File: src/rtl/regfile_write_arbiter_if.sv
// Register-file write arbiter bus: ALU writeback request, load-return request,
// and the registered write port plus queue status returned by the arbiter.
// master = requester/observer side, slave = arbiter side.
//
// Ports (signals):
//   alu_valid/alu_ready/alu_addr/alu_data  ALU writeback handshake
//   mem_valid/mem_addr/mem_data            load return, always accepted
//   wr_en/wr_addr/wr_data                  registered register-file write port
//   pending                                per-register "live ALU write queued" bitmap
//   qcount                                 occupied holding-queue slots
interface regfile_write_arbiter_if #(
  parameter int DATA_W = 64,
  parameter int ADDR_W = 5
);
  logic              alu_valid;
  logic              alu_ready;
  logic [ADDR_W-1:0] alu_addr;
  logic [DATA_W-1:0] alu_data;

  logic              mem_valid;
  logic [ADDR_W-1:0] mem_addr;
  logic [DATA_W-1:0] mem_data;

  logic              wr_en;
  logic [ADDR_W-1:0] wr_addr;
  logic [DATA_W-1:0] wr_data;

  logic [31:0]       pending;
  logic [2:0]        qcount;

  modport master (
    output alu_valid, alu_addr, alu_data,
    output mem_valid, mem_addr, mem_data,
    input  alu_ready,
    input  wr_en, wr_addr, wr_data,
    input  pending, qcount
  );

  modport slave (
    input  alu_valid, alu_addr, alu_data,
    input  mem_valid, mem_addr, mem_data,
    output alu_ready,
    output wr_en, wr_addr, wr_data,
    output pending, qcount
  );
endinterface

File: src/rtl/regfile_write_arbiter.sv
// Purpose: shares the single register-file write port between load returns (priority) and ALU writebacks.
// Latency: load 1 cycle; ALU >= 2 cycles via holding queue (1 cycle with RF_WB_BYPASS_EN on an idle port).
// Backpressure: alu_ready low only when the holding queue is full; load returns are never stalled.
//
// Ports:
//   clk    rising-edge clock
//   reset  asynchronous, active-high; empties the queue and clears the write port
//   bus    regfile_write_arbiter_if.slave (ALU request, load return, write port, pending, qcount)
//
// Optional feature macro: RF_WB_BYPASS_EN -- lets an ALU result go straight to the
// write port when the queue is empty and no load return is presented that cycle.
//
// Register 31 is hard-wired zero: requests targeting it are consumed and discarded.
module regfile_write_arbiter #(
  parameter int DATA_W = 64,
  parameter int ADDR_W = 5,
  parameter int QDEPTH = 2
) (
  input logic                    clk,
  input logic                    reset,
  regfile_write_arbiter_if.slave bus
);

  localparam int                PW       = (QDEPTH > 2) ? 2 : 1;
  localparam logic [ADDR_W-1:0] ZERO_REG = ADDR_W'(31);
  localparam logic [2:0]        FULL_CNT = 3'(QDEPTH);

  // Holding queue storage. q_occ marks an occupied slot; q_live marks an
  // occupied slot whose write has not been superseded by a younger load.
  logic [ADDR_W-1:0] q_addr [QDEPTH];
  logic [DATA_W-1:0] q_data [QDEPTH];
  logic [QDEPTH-1:0] q_occ;
  logic [QDEPTH-1:0] q_live;
  logic [PW-1:0]     head;
  logic [PW-1:0]     tail;
  logic [2:0]        count;

  // Registered write port
  logic              wr_en_q;
  logic [ADDR_W-1:0] wr_addr_q;
  logic [DATA_W-1:0] wr_data_q;

  // Per-cycle decisions
  logic              q_full;
  logic              q_empty;
  logic              mem_win;
  logic              alu_acc;
  logic              bypass;
  logic              push;
  logic              pop;
  logic              head_live;
  logic [QDEPTH-1:0] squash;
  logic [QDEPTH-1:0] q_occ_nxt;
  logic [QDEPTH-1:0] q_live_nxt;
  logic [2:0]        count_nxt;
  logic              nxt_en;
  logic [ADDR_W-1:0] nxt_addr;
  logic [DATA_W-1:0] nxt_data;
  logic [31:0]       pending_c;

  assign q_full  = (count == FULL_CNT);
  assign q_empty = (count == 3'd0);

  // Fullness is judged before this cycle's pop, so a full queue never takes
  // a push even when the head drains in the same cycle.
  assign bus.alu_ready = !q_full;

  assign mem_win = bus.mem_valid && (bus.mem_addr != ZERO_REG);
  assign alu_acc = bus.alu_valid && (bus.alu_addr != ZERO_REG) && !q_full;

`ifdef RF_WB_BYPASS_EN
  // Straight-through path only when nothing older is waiting and no load is
  // presented at all (even one to register 31).
  assign bypass = alu_acc && q_empty && !bus.mem_valid;
`else
  assign bypass = 1'b0;
`endif

  assign push      = alu_acc && !bypass;
  assign pop       = !mem_win && !q_empty;
  assign head_live = q_live[head];

  // A load is younger than anything already queued, so it kills every live
  // queued write to the same register. The entry pushed this cycle is younger
  // still and is inserted after the squash, so it stays live.
  always_comb begin
    squash = '0;
    for (int i = 0; i < QDEPTH; i++) begin
      if (mem_win && q_occ[i] && (q_addr[i] == bus.mem_addr)) begin
        squash[i] = 1'b1;
      end
    end
  end

  always_comb begin
    q_occ_nxt  = q_occ;
    q_live_nxt = q_live & ~squash;
    if (pop) begin
      q_occ_nxt[head]  = 1'b0;
      q_live_nxt[head] = 1'b0;
    end
    // push and pop never hit the same slot: push needs a non-full queue and
    // pop a non-empty one, so tail differs from head whenever both occur.
    if (push) begin
      q_occ_nxt[tail]  = 1'b1;
      q_live_nxt[tail] = 1'b1;
    end
  end

  assign count_nxt = count + {2'b00, push} - {2'b00, pop};

  // Port selection: load, then live queue head, then bypassed ALU result.
  // A squashed head pops with nxt_en low.
  always_comb begin
    nxt_en   = 1'b0;
    nxt_addr = wr_addr_q;
    nxt_data = wr_data_q;
    if (mem_win) begin
      nxt_en   = 1'b1;
      nxt_addr = bus.mem_addr;
      nxt_data = bus.mem_data;
    end else if (pop && head_live) begin
      nxt_en   = 1'b1;
      nxt_addr = q_addr[head];
      nxt_data = q_data[head];
    end else if (bypass) begin
      nxt_en   = 1'b1;
      nxt_addr = bus.alu_addr;
      nxt_data = bus.alu_data;
    end
  end

  always_ff @(posedge clk or posedge reset) begin
    if (reset) begin
      wr_en_q   <= 1'b0;
      wr_addr_q <= '0;
      wr_data_q <= '0;
      q_occ     <= '0;
      q_live    <= '0;
      head      <= '0;
      tail      <= '0;
      count     <= 3'd0;
      for (int i = 0; i < QDEPTH; i++) begin
        q_addr[i] <= '0;
        q_data[i] <= '0;
      end
    end else begin
      wr_en_q <= nxt_en;
      if (nxt_en) begin
        wr_addr_q <= nxt_addr;
        wr_data_q <= nxt_data;
      end
      q_occ  <= q_occ_nxt;
      q_live <= q_live_nxt;
      count  <= count_nxt;
      if (pop) begin
        head <= head + PW'(1);
      end
      if (push) begin
        q_addr[tail] <= bus.alu_addr;
        q_data[tail] <= bus.alu_data;
        tail         <= tail + PW'(1);
      end
    end
  end

  // pending is a pure function of the queue registers, so it only moves on a
  // clock edge or reset like the other registered outputs.
  always_comb begin
    pending_c = '0;
    for (int i = 0; i < QDEPTH; i++) begin
      if (q_occ[i] && q_live[i]) begin
        pending_c[q_addr[i]] = 1'b1;
      end
    end
  end

  assign bus.wr_en   = wr_en_q;
  assign bus.wr_addr = wr_addr_q;
  assign bus.wr_data = wr_data_q;
  assign bus.pending = pending_c;
  assign bus.qcount  = count;

endmodule
File: src/flat_wrapper.sv
// flat-port wrapper written by rule: the top's interface ports become plain ports
module regfile_write_arbiter_flat 
#(
  parameter int DATA_W = 64,
  parameter int ADDR_W = 5,
  parameter int QDEPTH = 2
)
  (clk, reset, bus_alu_valid, bus_alu_addr, bus_alu_data, bus_mem_valid, bus_mem_addr, bus_mem_data, bus_alu_ready, bus_wr_en, bus_wr_addr, bus_wr_data, bus_pending, bus_qcount);
  regfile_write_arbiter_if #(.DATA_W(DATA_W), .ADDR_W(ADDR_W)) bus_i ();
  input logic clk;
  input logic reset;
  input wire logic [$bits(bus_i.alu_valid)-1:0] bus_alu_valid;
  input wire logic [$bits(bus_i.alu_addr)-1:0] bus_alu_addr;
  input wire logic [$bits(bus_i.alu_data)-1:0] bus_alu_data;
  input wire logic [$bits(bus_i.mem_valid)-1:0] bus_mem_valid;
  input wire logic [$bits(bus_i.mem_addr)-1:0] bus_mem_addr;
  input wire logic [$bits(bus_i.mem_data)-1:0] bus_mem_data;
  output wire logic [$bits(bus_i.alu_ready)-1:0] bus_alu_ready;
  output wire logic [$bits(bus_i.wr_en)-1:0] bus_wr_en;
  output wire logic [$bits(bus_i.wr_addr)-1:0] bus_wr_addr;
  output wire logic [$bits(bus_i.wr_data)-1:0] bus_wr_data;
  output wire logic [$bits(bus_i.pending)-1:0] bus_pending;
  output wire logic [$bits(bus_i.qcount)-1:0] bus_qcount;
  assign bus_i.alu_valid = bus_alu_valid;
  assign bus_i.alu_addr = bus_alu_addr;
  assign bus_i.alu_data = bus_alu_data;
  assign bus_i.mem_valid = bus_mem_valid;
  assign bus_i.mem_addr = bus_mem_addr;
  assign bus_i.mem_data = bus_mem_data;
  assign bus_alu_ready = bus_i.alu_ready;
  assign bus_wr_en = bus_i.wr_en;
  assign bus_wr_addr = bus_i.wr_addr;
  assign bus_wr_data = bus_i.wr_data;
  assign bus_pending = bus_i.pending;
  assign bus_qcount = bus_i.qcount;
  regfile_write_arbiter #(.DATA_W(DATA_W), .ADDR_W(ADDR_W), .QDEPTH(QDEPTH)) u_core (.clk(clk), .reset(reset), .bus(bus_i));
endmodule
File: config.mk
export PLATFORM = sky130hd
export DESIGN_NAME = regfile_write_arbiter_flat
export DESIGN_NICKNAME = d
export VERILOG_FILES = /design/src/rtl/regfile_write_arbiter_if.sv /design/src/rtl/regfile_write_arbiter.sv /design/src/flat_wrapper.sv
export SDC_FILE = /design/constraint.sdc
export NUM_CORES = 1
export LEC_CHECK = 0
export ABC_AREA = 1
export CELL_PAD_IN_SITES_DETAIL_PLACEMENT = 0
export CELL_PAD_IN_SITES_GLOBAL_PLACEMENT = 1
export CORE_UTILIZATION = 33
export DETAILED_ROUTE_END_ITERATION = 10
export PLACE_DENSITY_LB_ADDON = 0.1
export SLEW_MARGIN = 5
export SYNTH_ARGS = -nofsm -noshare
export SYNTH_HDL_FRONTEND = slang
export SYNTH_SLANG_ARGS = --single-unit
export TNS_END_PERCENT = 30
File: constraint.sdc
create_clock -name clk -period 6.4 [get_ports clk]
set_input_delay 0.64 -clock clk [delete_from_list [all_inputs] [get_ports clk]]
set_output_delay 0.64 -clock clk [all_outputs]
set_load 0.01 [all_outputs]
==> results of run 1 <==
-- layout make-up --
cell class | count | area (µm²)
fill | 3211 | 17700
sequential | 217 | 5430
multi-input combinational | 908 | 4060
timing repair buffer | 259 | 2570
clock buffer | 36 | 758
tap | 402 | 503
inverter | 102 | 387
clock inverter | 12 | 106
antenna | 2 | 5.00
-- per-stage QoR --
| stage | cells | hold WS (ns) |
|---|---|---|
| finish | 1938 | 0.483 |
| global route | 1937 | 0.495 |
| CTS | 1936 | 0.487 |
| detailed placement | 1888 | 0.473 |
| global placement | 1888 | 0.465 |
| floorplan | 1316 | 0.453 |
-- cell families after synthesis --
logic type	after synthesis	share of synthesized area (%)
buffers and inverters	191	9.83
xor gates and xnor gates	4	0.333
and+or+nand+nor	721	28.9
AOI/OAI and AO/OA	181	8.97
DFF	217	51.6
adders and majority gates	2	0.309
-- cells in the final DEF, fill, tap and decap left out, types with 2 or more instances in the layout --
cell | synthesis | routed
nand2_1 | 473 | 473
clkdlybuf4s50_1 | 0 | 247
nand3_1 | 228 | 228
dfrtp_1 | 217 | 216
o21ai_0 | 108 | 108
inv_1 | 98 | 97
o21ai_1 | 60 | 60
clkbuf_16 | 0 | 26
buf_4 | 12 | 11
nor3_1 | 8 | 8
nor2_1 | 7 | 7
clkinv_2 | 0 | 7
clkbuf_8 | 0 | 7
o22ai_1 | 6 | 6
inv_2 | 4 | 4
o211ai_1 | 4 | 4
xnor2_1 | 3 | 3
clkbuf_1 | 20 | 3
diode_2 | 0 | 2
clkinvlp_4 | 0 | 2
clkinv_4 | 0 | 2
-- worst max-delay path, cell delays in order (launching register included) --
cell             delay, ns
dfrtp_1               0.39
inv_1                 0.11
nor3_1                0.88
nand2_1               0.09
o21ai_0               0.12
clkdlybuf4s50_1       0.57
-- sequential cells by signal (all words and copies together) (netlist names), 2 cells and up --
| name | cells |
|---|---|
| u_core.bus.qcount | 3 |
| u_core.q_data | 128 |
| u_core.q_live | 2 |
| u_core.bus.wr_data | 64 |
| u_core.bus.wr_addr | 5 |
| u_core.q_addr | 10 |
| u_core.q_occ | 2 |
-- power by group --
part | total [mW] | internal [mW] | switching (mW)
combinational | 2.61 | 1.06 | 1.55
sequential | 2.45 | 2.02 | 0.435
clock | 1.47 | 0.870 | 0.601
-- layer usage --
layer	wire length [µm]	GRT usage, %	share of wire [%]
met4	585	4.10	1.9
met3	1300	2.93	4.2
met2	13800	30.7	45
met5	0	0	0
met1	15000	26.8	49
-- worst max path at each step --
stage / from / end / slack [ns] / cells after the start
2_1_floorplan: reset / u_core.bus.qcount[0]$_DFF_PP0_ / 2.93 / 1
3_3_place_gp: bus_mem_addr[2] / u_core.bus.qcount[2]$_DFF_PP0_ / 2.67 / 11
3_5_place_dp: bus_mem_addr[2] / u_core.bus.qcount[2]$_DFF_PP0_ / 2.60 / 11
4_1_cts: u_core.q_addr[5]$_DFFE_PP0P_ / bus_pending[11] / 3.03 / 5
5_1_grt: u_core.q_addr[5]$_DFFE_PP0P_ / bus_pending[15] / 2.86 / 5
6_report: u_core.q_addr[6]$_DFFE_PP0P_ / bus_pending[30] / 3.08 / 5
==> impl_metrics.yaml, run 1 <==
routing:
  drc: 0
  wl_mm: 30.7
  final_antenna_net_count: 0
  drtPass1Iterations: 5
  drtIter0Drc: 634
  vias: 9250
  wl_per_cell_um: 15.8
  avgViaCountPerCell: 4.77
clocking:
  postCtsHoldBufs: 0
  insertion_delay_ns: 0.53
  post_cts.resized_instances: 0
  clkTransAtPathRegs_ns: 0.06
  cts_max_level: 1
  numCtsBuffers: 26
  root_buffer: "clkbuf_16"
  post_cts_buffers: 0
  cts_tree: "done"
  numClockSinks: 217
  cts_buffer_depth: 3
global_route:
  grt_max_degree: 113
  grt.overflow.total: 0
  grt_pass1_vias: 9117
  grt_antenna_before_repair: 2
  track_usage_pct: 19.0
  grt_pass1_wl_mm: 49.9
floorplanning:
  chipHeight_um: 181
  rows: 65
  fp.dieW_um: 181
  core_area_um2: 31500
  start_util_pct: 33.4
  die_area_um2: 32600
  io_pins: 248
power_and_ir_drop:
  p_leak_nw: 6.57
  power_mw: 6.54
  irDropWorstVdd_v: 0.000336
  p_per_area_nw_per_um2: 473
timing:
  fmax_mhz: 301
  final-hold-violation-count: 0
  slew_headroom_pct: 27.2
  period_share_pct: 51.9
  maxSlewViolCount: 0
  setup_tns_ns: 0
  min_period_ns: 3.32
  fin_worst_skew_ns: 0.0225
  setup_slack_ns: 3.08
  rsz0062_at_grt: "false"
  worst_slew_pin_slew_ns: 1.08
  finalSetupViolations: 0
outcome:
  status: "finished, final reports clean"
worst_hold_path:
  hold_depth: 2
  min_path_type: "reg2reg"
  min_to: "u_core.q_data[72]$_DFFE_PP0P_"
  worstHoldStart: "u_core.q_data[72]$_DFFE_PP0P_"
synthesis:
  yosysWarningCount: 0
  synth_enable_flop_cells: 0
  ys.flop_type: "dfrtp_1"
  synth_cells: 1316
  synth_area_leaders: "dfrtp_1, nand2_1, nand3_1"
  synth_common_cells: "nand2_1, nand3_1, dfrtp_1"
  synth_area_per_cell_um2: 7.99
  ys_seq_area_share_pct: 51.6
  netlist_area_um2: 10500
  yosysMostFrequentCell: "nand2_1"
  netlist-cell-type-count: 29
  syn_nets: 1460
  ys_seq_elements: 217
  synth_top_cell_by_area: "dfrtp_1"
  async_flop_share_pct: 100
  synth_top_area_share_pct: 51.6
placement:
  place_congestion: 0.836
  dp_hpwl_mm: 19.3
  postPlaceCellArea_um2: 13000
  dp_slack_ns: 2.60
  io_buffers: 247
finish:
  drive_gt1_share_pct: 4.56
  area_delta_synth_final_pct: 31.4
  post-route-util_pct: 43.9
  fin_area_um2: 13800
  nets: 1658
critical_path:
  r2r_slack_ns: 3.86
  critPathKind: "reg2out"
  critPathArrivalTime_ns: 2.68
  crit-reg2reg-capture: "u_core.q_data[63]$_DFFE_PP0P_"
  worstPathMaxFanout: 8
  cp.required_ns: 5.76
  cp-end-kind: "output pin"
  crit_path_start_kind: "flip-flop"
  rr_worst_depth: 6
  rr_startpoint: "u_core.bus.qcount[1]$_DFF_PP0_"
run:
  cap_violations: 0
No activity file was read; power rests on OpenSTA's default activity.
==> run 2: changes to the inputs <==
- clock period: 6.4 -> 3.04 ns (I/O delays scaled with it)
==> run 2 against run 1 <==
Compared with the run above: sequential power grew 110%; clock skew down 0.0088 ns; count of clock-buffer cells in the layout is 7 higher; worst hold slack lost 0.30 ns; cell count increased by 0.46%; global-route usage down 0.072 points; register-to-register slack worse by 2.9 ns; routed wire length down 1.8%; non-clock buffer count increased by 10; die area unchanged; highest routed layer unchanged.
==> impl_metrics.yaml, run 2 (same netlist as run 1, synthesis figures left out) <==
routing:
  avgViaCountPerCell: 4.78
  wl_mm: 30.1
  final_antenna_net_count: 0
  drtIter0Drc: 529
  wl_per_cell_um: 15.5
  drtPass1Iterations: 5
  drc: 0
  vias: 9313
clocking:
  cts_buffer_depth: 3
  post_cts_buffers: 0
  post_cts.resized_instances: 0
  insertion_delay_ns: 0.53
  clkTransAtPathRegs_ns: 0.06
  numCtsBuffers: 26
  root_buffer: "clkbuf_16"
  postCtsHoldBufs: 0
  cts_tree: "done"
  numClockSinks: 217
  cts_max_level: 1
global_route:
  grt_max_degree: 81
  grt_pass1_wl_mm: 50.0
  grt_pass1_vias: 9287
  track_usage_pct: 18.9
  grt_antenna_before_repair: 1
  grt.overflow.total: 0
critical_path:
  critPathKind: "reg2out"
  cp-end-kind: "output pin"
  crit_path_start_kind: "flip-flop"
  rr_worst_depth: 10
  critPathArrivalTime_ns: 2.42
  cp.required_ns: 2.74
  worstPathMaxFanout: 8
timing:
  min_period_ns: 2.72
  period_share_pct: 89.6
  fin_worst_skew_ns: 0.0137
  final-hold-violation-count: 0
  setup_tns_ns: 0
  maxSlewViolCount: 0
  whs_ns: 0.186
  finalSetupViolations: 0
  rsz0062_at_grt: "false"
  worst_slew_pin_slew_ns: 0.848
  fmax_mhz: 367
  slew_headroom_pct: 43.5
placement:
  dp_hpwl_mm: 19.8
  io_buffers: 247
  place_congestion: 0.811
  placed_cells: 1898
power_and_ir_drop:
  p_per_area_nw_per_um2: 998
  irDropWorstVdd_v: 0.000442
  p_leak_nw: 6.65
finish:
  seq_area_um2: 5430
  multi_input_area_um2: 4060
  fillers: 3236
  final_common_cell: "nand2_1"
  nets: 1668
  layout.cells.non_filler: 1947
  mostFrequentLayoutCells: "nand2_1, clkdlybuf4s50_1, nand3_1, dfrtp_1, o21ai_0"
  largest_reg_flops: 128
  area_delta_synth_final_pct: 32.8
  drive_gt1_share_pct: 4.73
  regMostFlops: "u_core.q_data"
floorplanning:
  io_pins: 248
  die_area_um2: 32600
  start_util_pct: 33.4
  rows: 65
  core_area_um2: 31500
  chipHeight_um: 181
  fp.dieW_um: 181
worst_hold_path:
  min_path_type: "in2async"
outcome:
  status: "finished, final reports clean"
run:
  cap_violations: 0
[run 2: cell types whose count changed in the layout (fill, tap and decap cells not counted), sizes merged]
cell,delta
clkbuf,+7
buf,+10
clkinv,-7
clkinvlp,-1
[run 2: final cells by class]
type	instances	share of cell area [%]
sequential	217	38.9
tap	402	3.60
multi-input combinational	908	29.0
timing repair buffer	269	19.6
antenna	2	0.0358
clock buffer	43	5.77
inverter	102	2.77
clock inverter	4	0.322
[run 2: worst max-delay path: stages (launching register included)]
cell and delay, ns:
dfrtp_1 0.53, inv_1 0.16, nor3_1 0.42, nand2_1 0.08, o21ai_0 0.12, clkdlybuf4s50_1 0.58
[run 2: per-layer routing]
layer	track usage (%)	part of all wire [%]	up-vias
li1	-	-	4665
met1	26.4	48	4419
met2	30.7	46	196
met3	3.31	4.5	33
met4	3.97	1.8	0
met5	0	0	-
[run 2: report_power, final]
group          internal, mW  switching (mW)  total [mW]
Sequential             4.25           0.857        5.11
Combinational          2.38            3.38        5.75
Clock                  1.88            1.21        3.08
Total                  8.50            5.44        13.9
[run 2: stage by stage]
step                utilization (%)  instance area (µm²)  worst slack (ns)  power, mW
global placement               41.7                13100             0.500       11.0
CTS                            44.4                14000             0.301       14.2
finish                         44.4                14000             0.316       13.9
detailed placement             41.7                13100             0.481       11.0
floorplan                         -                10500           -0.0901       8.68
global route                   44.4                14000             0.121       15.1
[run 2: final timing paths]
check	slack, ns	end	from
max in group asynchronous	2.04	u_core.bus.wr_data[35]$_DFFE_PP0P_	reset
min in group clk	0.34	u_core.q_data[20]$_DFFE_PP0P_	bus_alu_data[20]
max	0.32	bus_pending[21]	u_core.q_addr[7]$_DFFE_PP0P_
min reg2reg	0.48	u_core.q_data[127]$_DFFE_PP0P_	u_core.q_data[127]$_DFFE_PP0P_
min	0.19	u_core.q_data[124]$_DFFE_PP0P_	reset
max reg2reg	0.97	u_core.bus.qcount[2]$_DFF_PP0_	u_core.bus.qcount[1]$_DFF_PP0_
